File: config.mk
export PLATFORM = sky130hd
export DESIGN_NAME = sht30_frame_check
export DESIGN_NICKNAME = d
export VERILOG_FILES = /design/src/rtl/sht30_pkg.sv /design/src/rtl/sht30_crc8_step.sv /design/src/rtl/sht30_frame_check.sv
export SDC_FILE = /design/constraint.sdc
export NUM_CORES = 1
export LEC_CHECK = 0
export ABC_AREA = 1
export BUFFER_PORTS_ARGS = -buffer_cell sky130_fd_sc_hd__buf_2
export CORE_AREA = 2 2 91 101
export DETAILED_ROUTE_END_ITERATION = 12
export DIE_AREA = 0 0 93 103
export PLACE_DENSITY = 0.66
export SYNTH_ARGS = -nofsm -noshare
export SYNTH_HDL_FRONTEND = slang
export SYNTH_SLANG_ARGS = --single-unit
File: constraint.sdc
create_clock -name clk -period 5.39 [get_ports clk]
set_input_delay 0.539 -clock clk [delete_from_list [all_inputs] [get_ports clk]]
set_output_delay 0.539 -clock clk [all_outputs]
set_load 0.05 [all_outputs]
File: src/rtl/sht30_pkg.sv
// Shared constants for the SHT30 measurement-frame path (CRC-8 parameters, frame layout).
package sht30_pkg;

  localparam logic [7:0] SHT30_CRC_POLY    = 8'h31;
  localparam logic [7:0] SHT30_CRC_INIT    = 8'hFF;
  localparam logic [2:0] SHT30_FRAME_BYTES = 3'd6;
  localparam logic [2:0] SHT30_IDX_TCRC    = 3'd2;
  localparam logic [2:0] SHT30_IDX_HCRC    = 3'd5;
  localparam logic [2:0] SHT30_IDX_REINIT  = 3'd3;

endpackage

File: src/rtl/sht30_crc8_step.sv
// One-byte SHT30 CRC-8 update (poly 0x31, MSB first), fully combinational.
module sht30_crc8_step
  import sht30_pkg::*;
(
  input  logic [7:0] crc_in,
  input  logic [7:0] byte_in,
  output logic [7:0] crc_out
);

  logic [7:0] c;

  always_comb begin
    c = crc_in ^ byte_in;
    for (int i = 0; i < 8; i++) begin
      c = c[7] ? ((c << 1) ^ SHT30_CRC_POLY) : (c << 1);
    end
    crc_out = c;
  end

endmodule

File: src/rtl/sht30_frame_check.sv
// SHT30 6-byte frame checker: dual CRC-8 check, commit of T/H codes, saturating error count.
// Define SHT30_AVG_EN to publish a 4-sample moving average instead of the raw codes.
module sht30_frame_check
  import sht30_pkg::*;
#(
  parameter int ERR_W = 8
) (
  input  logic             clk,
  input  logic             rst_n,
  input  logic             frame_start,
  input  logic             byte_valid,
  input  logic [7:0]       byte_data,
  output logic [15:0]      T_code,
  output logic [15:0]      H_code,
  output logic             code_valid,
  output logic             crc_err,
  output logic [ERR_W-1:0] err_cnt
);

  logic [2:0]       idx_q, idx_d, cur_idx;
  logic [7:0]       crc_q, crc_d, crc_base, crc_step;
  logic             t_ok_q, t_ok_d;
  logic [15:0]      t_raw_q, t_raw_d, h_raw_q, h_raw_d;
  logic [15:0]      t_code_q, t_code_d, h_code_q, h_code_d;
  logic             code_valid_q, code_valid_d, crc_err_q, crc_err_d;
  logic [ERR_W-1:0] err_cnt_q, err_cnt_d;
  logic             consume, byte_match, frame_end, frame_good, frame_bad;

  sht30_crc8_step u_crc (
    .crc_in  (crc_base),
    .byte_in (byte_data),
    .crc_out (crc_step)
  );

  // frame_start wins over the stored index, so a coincident byte lands at position 0
  always_comb begin
    cur_idx    = frame_start ? 3'd0 : idx_q;
    consume    = byte_valid && (cur_idx < SHT30_FRAME_BYTES);
    crc_base   = (cur_idx == 3'd0 || cur_idx == SHT30_IDX_REINIT) ? SHT30_CRC_INIT : crc_q;
    byte_match = (byte_data == crc_base);
    frame_end  = consume && (cur_idx == SHT30_IDX_HCRC);
    frame_good = frame_end && t_ok_q && byte_match;
    frame_bad  = frame_end && !(t_ok_q && byte_match);

    idx_d   = idx_q;
    crc_d   = crc_q;
    t_ok_d  = t_ok_q;
    t_raw_d = t_raw_q;
    h_raw_d = h_raw_q;
    if (frame_start) begin
      idx_d = 3'd0;
      crc_d = SHT30_CRC_INIT;
    end
    if (consume) begin
      idx_d = cur_idx + 3'd1;
      crc_d = crc_step;
      case (cur_idx)
        3'd0:           t_raw_d[15:8] = byte_data;
        3'd1:           t_raw_d[7:0]  = byte_data;
        SHT30_IDX_TCRC: t_ok_d        = byte_match;
        3'd3:           h_raw_d[15:8] = byte_data;
        3'd4:           h_raw_d[7:0]  = byte_data;
        default:        ;
      endcase
    end

    crc_err_d = frame_bad;
    err_cnt_d = (frame_bad && err_cnt_q != {ERR_W{1'b1}})
              ? err_cnt_q + {{(ERR_W-1){1'b0}}, 1'b1} : err_cnt_q;
  end

`ifdef SHT30_AVG_EN
  logic [3:0][15:0] hist_t_q, hist_t_d, hist_h_q, hist_h_d;
  logic             first_q, first_d, commit_q, commit_d;
  logic [17:0]      sum_t, sum_h;

  always_comb begin
    hist_t_d = hist_t_q;
    hist_h_d = hist_h_q;
    first_d  = first_q;
    commit_d = frame_good;
    // the first good sample fills the whole window so the average starts at the real value
    if (frame_good) begin
      first_d  = 1'b0;
      hist_t_d = first_q ? {4{t_raw_q}} : {hist_t_q[2:0], t_raw_q};
      hist_h_d = first_q ? {4{h_raw_q}} : {hist_h_q[2:0], h_raw_q};
    end
    sum_t = 18'(hist_t_q[0]) + 18'(hist_t_q[1]) + 18'(hist_t_q[2]) + 18'(hist_t_q[3]);
    sum_h = 18'(hist_h_q[0]) + 18'(hist_h_q[1]) + 18'(hist_h_q[2]) + 18'(hist_h_q[3]);
    code_valid_d = commit_q;
    t_code_d     = commit_q ? 16'(sum_t >> 2) : t_code_q;
    h_code_d     = commit_q ? 16'(sum_h >> 2) : h_code_q;
  end

  always_ff @(posedge clk) begin
    if (!rst_n) begin
      hist_t_q <= '0;
      hist_h_q <= '0;
      first_q  <= 1'b1;
      commit_q <= 1'b0;
    end else begin
      hist_t_q <= hist_t_d;
      hist_h_q <= hist_h_d;
      first_q  <= first_d;
      commit_q <= commit_d;
    end
  end
`else
  always_comb begin
    code_valid_d = frame_good;
    t_code_d     = frame_good ? t_raw_q : t_code_q;
    h_code_d     = frame_good ? h_raw_q : h_code_q;
  end
`endif

  always_ff @(posedge clk) begin
    if (!rst_n) begin
      idx_q        <= SHT30_FRAME_BYTES;
      crc_q        <= SHT30_CRC_INIT;
      t_ok_q       <= 1'b0;
      t_raw_q      <= '0;
      h_raw_q      <= '0;
      t_code_q     <= '0;
      h_code_q     <= '0;
      code_valid_q <= 1'b0;
      crc_err_q    <= 1'b0;
      err_cnt_q    <= '0;
    end else begin
      idx_q        <= idx_d;
      crc_q        <= crc_d;
      t_ok_q       <= t_ok_d;
      t_raw_q      <= t_raw_d;
      h_raw_q      <= h_raw_d;
      t_code_q     <= t_code_d;
      h_code_q     <= h_code_d;
      code_valid_q <= code_valid_d;
      crc_err_q    <= crc_err_d;
      err_cnt_q    <= err_cnt_d;
    end
  end

  assign T_code     = t_code_q;
  assign H_code     = h_code_q;
  assign code_valid = code_valid_q;
  assign crc_err    = crc_err_q;
  assign err_cnt    = err_cnt_q;

endmodule

Word-level counts from Yosys, hierarchy flattened
Index checks and enable logic that the tools add are counted.

storage, ports and cells
  output and inout bits = 42
  logic and storage cells = 60
  flip-flop bits (word level) = 86

operators by class
  equality and inequality tests = 7
  multiplexer cells = 13
  $lt $le $gt $ge = 1
  bitwise gates (word level) = 9
  add/subtract/negate cells = 2
  reduce and logical (&&, ||, !) cells = 16

operators by type and width
  cell                                            number
  two-way mux 6 bit                               8
  two-way mux 8 bit                               3
  inverter 3 bit                                  8
  AND reduction 2 bit                             5
  adder 8 x 1 -> 8 bit (second input constant)    1
  == test 8 bit                                   1
  inequality test 8 bit (second input constant)   1
  XOR 8 bit                                       1
  logical AND 1 bit                               7
  == test 3 x 2 -> 1 bit (second input constant)  2
  == test 3 bit (second input constant)           2
  two-way mux 3 bit                               2
  adder 3 x 1 -> 3 bit (second input constant)    1
  == test 3 x 1 -> 1 bit (second input constant)  1
  logical NOT 3 bit                               1
  < comparator 3 bit (second input constant)      1
  nonzero test 2 bit                              1
  logical NOT 1 bit                               1
  logical OR 1 bit                                1

Longest topological paths before layout
  depth in word-level cells = 22
  depth in mapped cells = 21
  gate-level depth less buffers = 19

Modules after synthesis
A second synthesis with hierarchy kept.

second synthesis, totals
  cells, all modules = 542
  area total of the unflattened synthesis = 4,082.7 sq um

by module, submodules not included
  module             sequential area each (sq um)  instances  cells each  area an instance (sq um)
  sht30_frame_check  1,721.7                       1          467         3,683.5
  sht30_crc8_step    0.0                           1          75          399.1

Least setup slack after synthesis
OpenSTA, ideal clock, no wires.

  path type = in2reg
  start point = in frame_start
  end point = reg h_code_q[10], in the netlist H_code[10]
  stages on the path = 15
  arrival time = 2.316 ns
  buffers on the path = 3
  path slack = 2.960 ns
  library setup time = 0.114 ns
  cells stage by stage = inv_2 -> nand2_2 -> nor2_1 -> ha_1 -> buf_2 -> inv_2 -> buf_2 -> nand4_1 -> nand2_1 -> nand2_2 -> nor2_4 -> nand4_4 -> buf_2 -> o21ai_1 -> nor2_1

between the ends
  cells in the longest elaborated chain, start to end = 6

ends and longest elaborated chain
  element                                                 line                                              text
  start: declaration                                      sht30_frame_check.sv:10                           input logic frame_start,
  two-way mux 3 bit (*)                                   n/a
  == test 3 x 2 -> 1 bit (tied with other cells)          sht30_frame_check.sv:39                           crc_base = (cur_idx == 3'd0 || cur_idx == SHT30_IDX_REINIT) ? SHT30_CRC_INIT : crc_q;
  logical OR 1 bit or logical AND 1 bit (tied branches)   sht30_frame_check.sv:39, sht30_frame_check.sv:38
  two-way mux 8 bit or logical AND 1 bit (tied branches)  sht30_frame_check.sv:39, sht30_frame_check.sv:41
  == test 8 bit or logical AND 1 bit (tied branches)      sht30_frame_check.sv:40, sht30_frame_check.sv:42
  logical AND 1 bit (*)                                   sht30_frame_check.sv:42                           frame_good = frame_end && t_ok_q && byte_match;
  end signal: assignment                                  sht30_frame_check.sv:135                          h_code_q <= h_code_d;
  end: declaration                                        sht30_frame_check.sv:24                           logic [15:0] t_code_q, t_code_d, h_code_q, h_code_d;

Mark *: on every way between the ends. The rest lies on a longest branch, timed or not.
A chain may end at the register's enable or synchronous reset.

Worst setup path after layout
  start point = in frame_start
  end point = reg t_code_q[9], in the netlist T_code[9]

between the ends
  cells in the longest elaborated chain, start to end = 6

ends and longest elaborated chain
  element                                                 line                                              text
  two-way mux 3 bit (*)                                   n/a
  == test 3 x 2 -> 1 bit (tied with other cells)          sht30_frame_check.sv:39
  logical OR 1 bit or logical AND 1 bit (tied branches)   sht30_frame_check.sv:39, sht30_frame_check.sv:38
  two-way mux 8 bit or logical AND 1 bit (tied branches)  sht30_frame_check.sv:39, sht30_frame_check.sv:41
  == test 8 bit or logical AND 1 bit (tied branches)      sht30_frame_check.sv:40, sht30_frame_check.sv:42
  logical AND 1 bit (*)                                   sht30_frame_check.sv:42
  end signal: assignment                                  sht30_frame_check.sv:134                          t_code_q <= t_code_d;
  end: declaration                                        sht30_frame_check.sv:24

Marks and branches as above.

==> impl_metrics.toml <==
[global_route]
overflow = 0
grt_pass1_wl_um = 13200
grt_pass1_vias = 2835
grtUsageTotal = 0.176
antenna_found_initial = 0
grt_max_degree = 71

[die]
die_h_um = 103
initial_core_util = 0.436
fp.dieW_um = 93
coreArea_um2 = 8650
ios = 54
dieArea_um2 = 9580
rows = 36

[placement]
dp_worst_setup_slack_ps = 1930
place.gp.congestion = 0.868
port_buffers = 53
dp.final_hpwl_um = 5950

[setup_path]
critPathLaunchType = "primary input"
worstSetupPathType = "primary input to flop"
ff2ff_path_depth = 12
endpoint_kind = "flop"
crit_fanout = 34
crit_arrival_ps = 3380
required_ps = 5670

[clock_tree]
h-tree-depth = 3
numClockSinks = 86
clk_path_buf_depth = 2
post_cts_resized = 0
numCtsBuffers = 9
cts_hold_buf = 0
clk_latency_ps = 350
cts_tree = "done"
clkTransAtPathRegs_ps = 80
cts-root-buf = "clkbuf_8"
cts_setup_buffers = 0

[synth]
ys_seq_elements = 86
synth_area_leaders = "dfxtp_1 46%, nand2_1 9.3%, nor2_1 8.9%"
synthCells = 510
yosysTopAreaCell = "dfxtp_1"
synthDistinctLibCells = 35
yosysSeqAreaShare = 0.457
netlist_area_um2 = 3770
synth_nets = 524
ys_warn_count = 0
synth.avg_cell_area_um2 = 7.39
synthDominantCellAreaShare = 0.457

[status]
outcome = "completed"

[timing]
finalSetupViolCount = 0
hold_viol_final = 0
tightestPinTransition_ps = 829
finalSetupTns_ps = 0
slew_headroom = 0.446
fin_hold_ws_ps = 465
rsz0062_at_grt = "false"
slew_viol_final = 0
fin_ws_ps = 2300
finalClockSkew_ps = 8.65
max_freq_mhz = 323
period_share = 0.574
finalCriticalPeriod_ps = 3090

[job]
max_cap_violations = 0

[final_layout]
fillers = 903
diodes = 0
area_growth_pct = 13.7
drive_gt1_frac = 0.162
nets = 565

[min_path]
holdPathStages = 2
hold_path_class = "flop to flop"

[route]
vias_per_cell = 4.94
first_pass_iters = 5
post_drt_wl_per_cell_um = 12.4
vias = 3309
drt_iter0_drc = 131
drt_wl_total_um = 8340
drc_errors = 0
ant_nets = 0

[pwr]
powerDensity_nw_per_um2 = 310
ir_drop_mv = 0.116
power.leakage_nw = 1.94
final cells by class:
type	instances	area [um^2]	area share
timing repair buffer	54	273	0.0637
inverter	36	136	0.0318
sequential	86	1720	0.402
clock buffer	11	141	0.0330
multi-input combinational	364	1790	0.417
clock inverter	5	82.6	0.0193
tap	114	143	0.0333
cell usage in the layout, fill, tap and decap left out, drive strengths merged, types with 2 or more instances in the layout:
master  count
inv        32
bufinv      2
buf        54
o21ai      68
ha          2
nor2       92
o22ai       4
nor3        3
clkbuf     11
clkinv      7
dfxtp      86
a21oi      38
xor2        7
nand4      15
xnor2       5
nand2      98
nand3      29
registers in the layout (all words and copies together), names as in the netlist:
name,flops
H_code,16
T_code,16
h_raw_q,16
t_raw_q,16
crc_q,8
err_cnt,8
idx_q,3
code_valid,1
crc_err,1
t_ok_q,1
logic make-up after synthesis:
family / synth area share
buffers and inverters: 0.0691
AO/OA/AOI/OAI: 0.149
flip-flops: 0.457
AND/OR/NAND/NOR: 0.286
adder cells (fa/ha/maj): 0.00664
XOR/XNOR: 0.0319
metrics by stage:
step	util	instance area [um^2]	total power, W	instances
2_1_floorplan	-	3770	0.000807	510
3_3_place_gp	0.469	4060	0.000839	654
3_5_place_dp	0.469	4060	0.000842	654
4_1_cts	0.495	4280	0.00134	670
5_1_grt	0.495	4280	0.00139	670
6_report	0.495	4280	0.00133	670
final timing paths:
| kind | end | slack (ps) | startpoint |
|---|---|---|---|
| max reg2reg | T_code[9] | 2320 | idx_q[1] |
| min | h_raw_q[11] | 470 | h_raw_q[11] |
| max | T_code[9] | 2300 | frame_start |
| min reg2reg | h_raw_q[11] | 470 | h_raw_q[11] |
synthesized netlist by cell type:
cell type,instances
nand2_1,93
nor2_1,89
dfxtp_1,86
a21oi_1,38
o21ai_0,37
o21ai_1,31
inv_1,28
nand3_1,25
nand4_1,14
clkbuf_1,12
buf_2,6
xor2_1,6
inv_2,4
nand2_2,4
o22ai_1,4
xnor2_1,4
buf_6,3
clkinv_1,3
nand3_2,3
buf_1,2
ha_1,2
nor2_4,2
nor3_1,2
buf_4,1
clkinv_2,1
nand2_4,1
nand3_4,1
nand3b_1,1
nand4_4,1
nor2_8,1
nor3_2,1
o211ai_1,1
or2_1,1
xnor2_2,1
xor2_2,1
metal layers:
layer | wire [um] | vias up | share of wire | global-route usage
li1 | - | 1752 | - | -
met1 | 3880 | 1477 | 0.46 | 0.226
met2 | 3950 | 73 | 0.47 | 0.298
met3 | 447 | 7 | 0.054 | 0.0380
met4 | 72 | 0 | 0.0086 | 0.0543
met5 | 0 | - | 0 | 0
where the power goes:
| part | switching, W | internal (W) |
|---|---|---|
| Sequential | 0.0000105 | 0.000653 |
| Combinational | 0.000112 | 0.0000521 |
| Clock | 0.000223 | 0.000275 |
| Total | 0.000345 | 0.000980 |
worst max-delay path: stages:
cell and delay [ps]:
buf_2 110, inv_2 90, nand2_2 110, nor2_1 130, ha_1 360, inv_2 220, nand3_1 160, xor2_1 270
nand2_1 140, nor2_4 150, nand4_4 410, clkinv_2 490, nor2_1 70, nor2_1 120
Power figures use the tool's default switching activity.
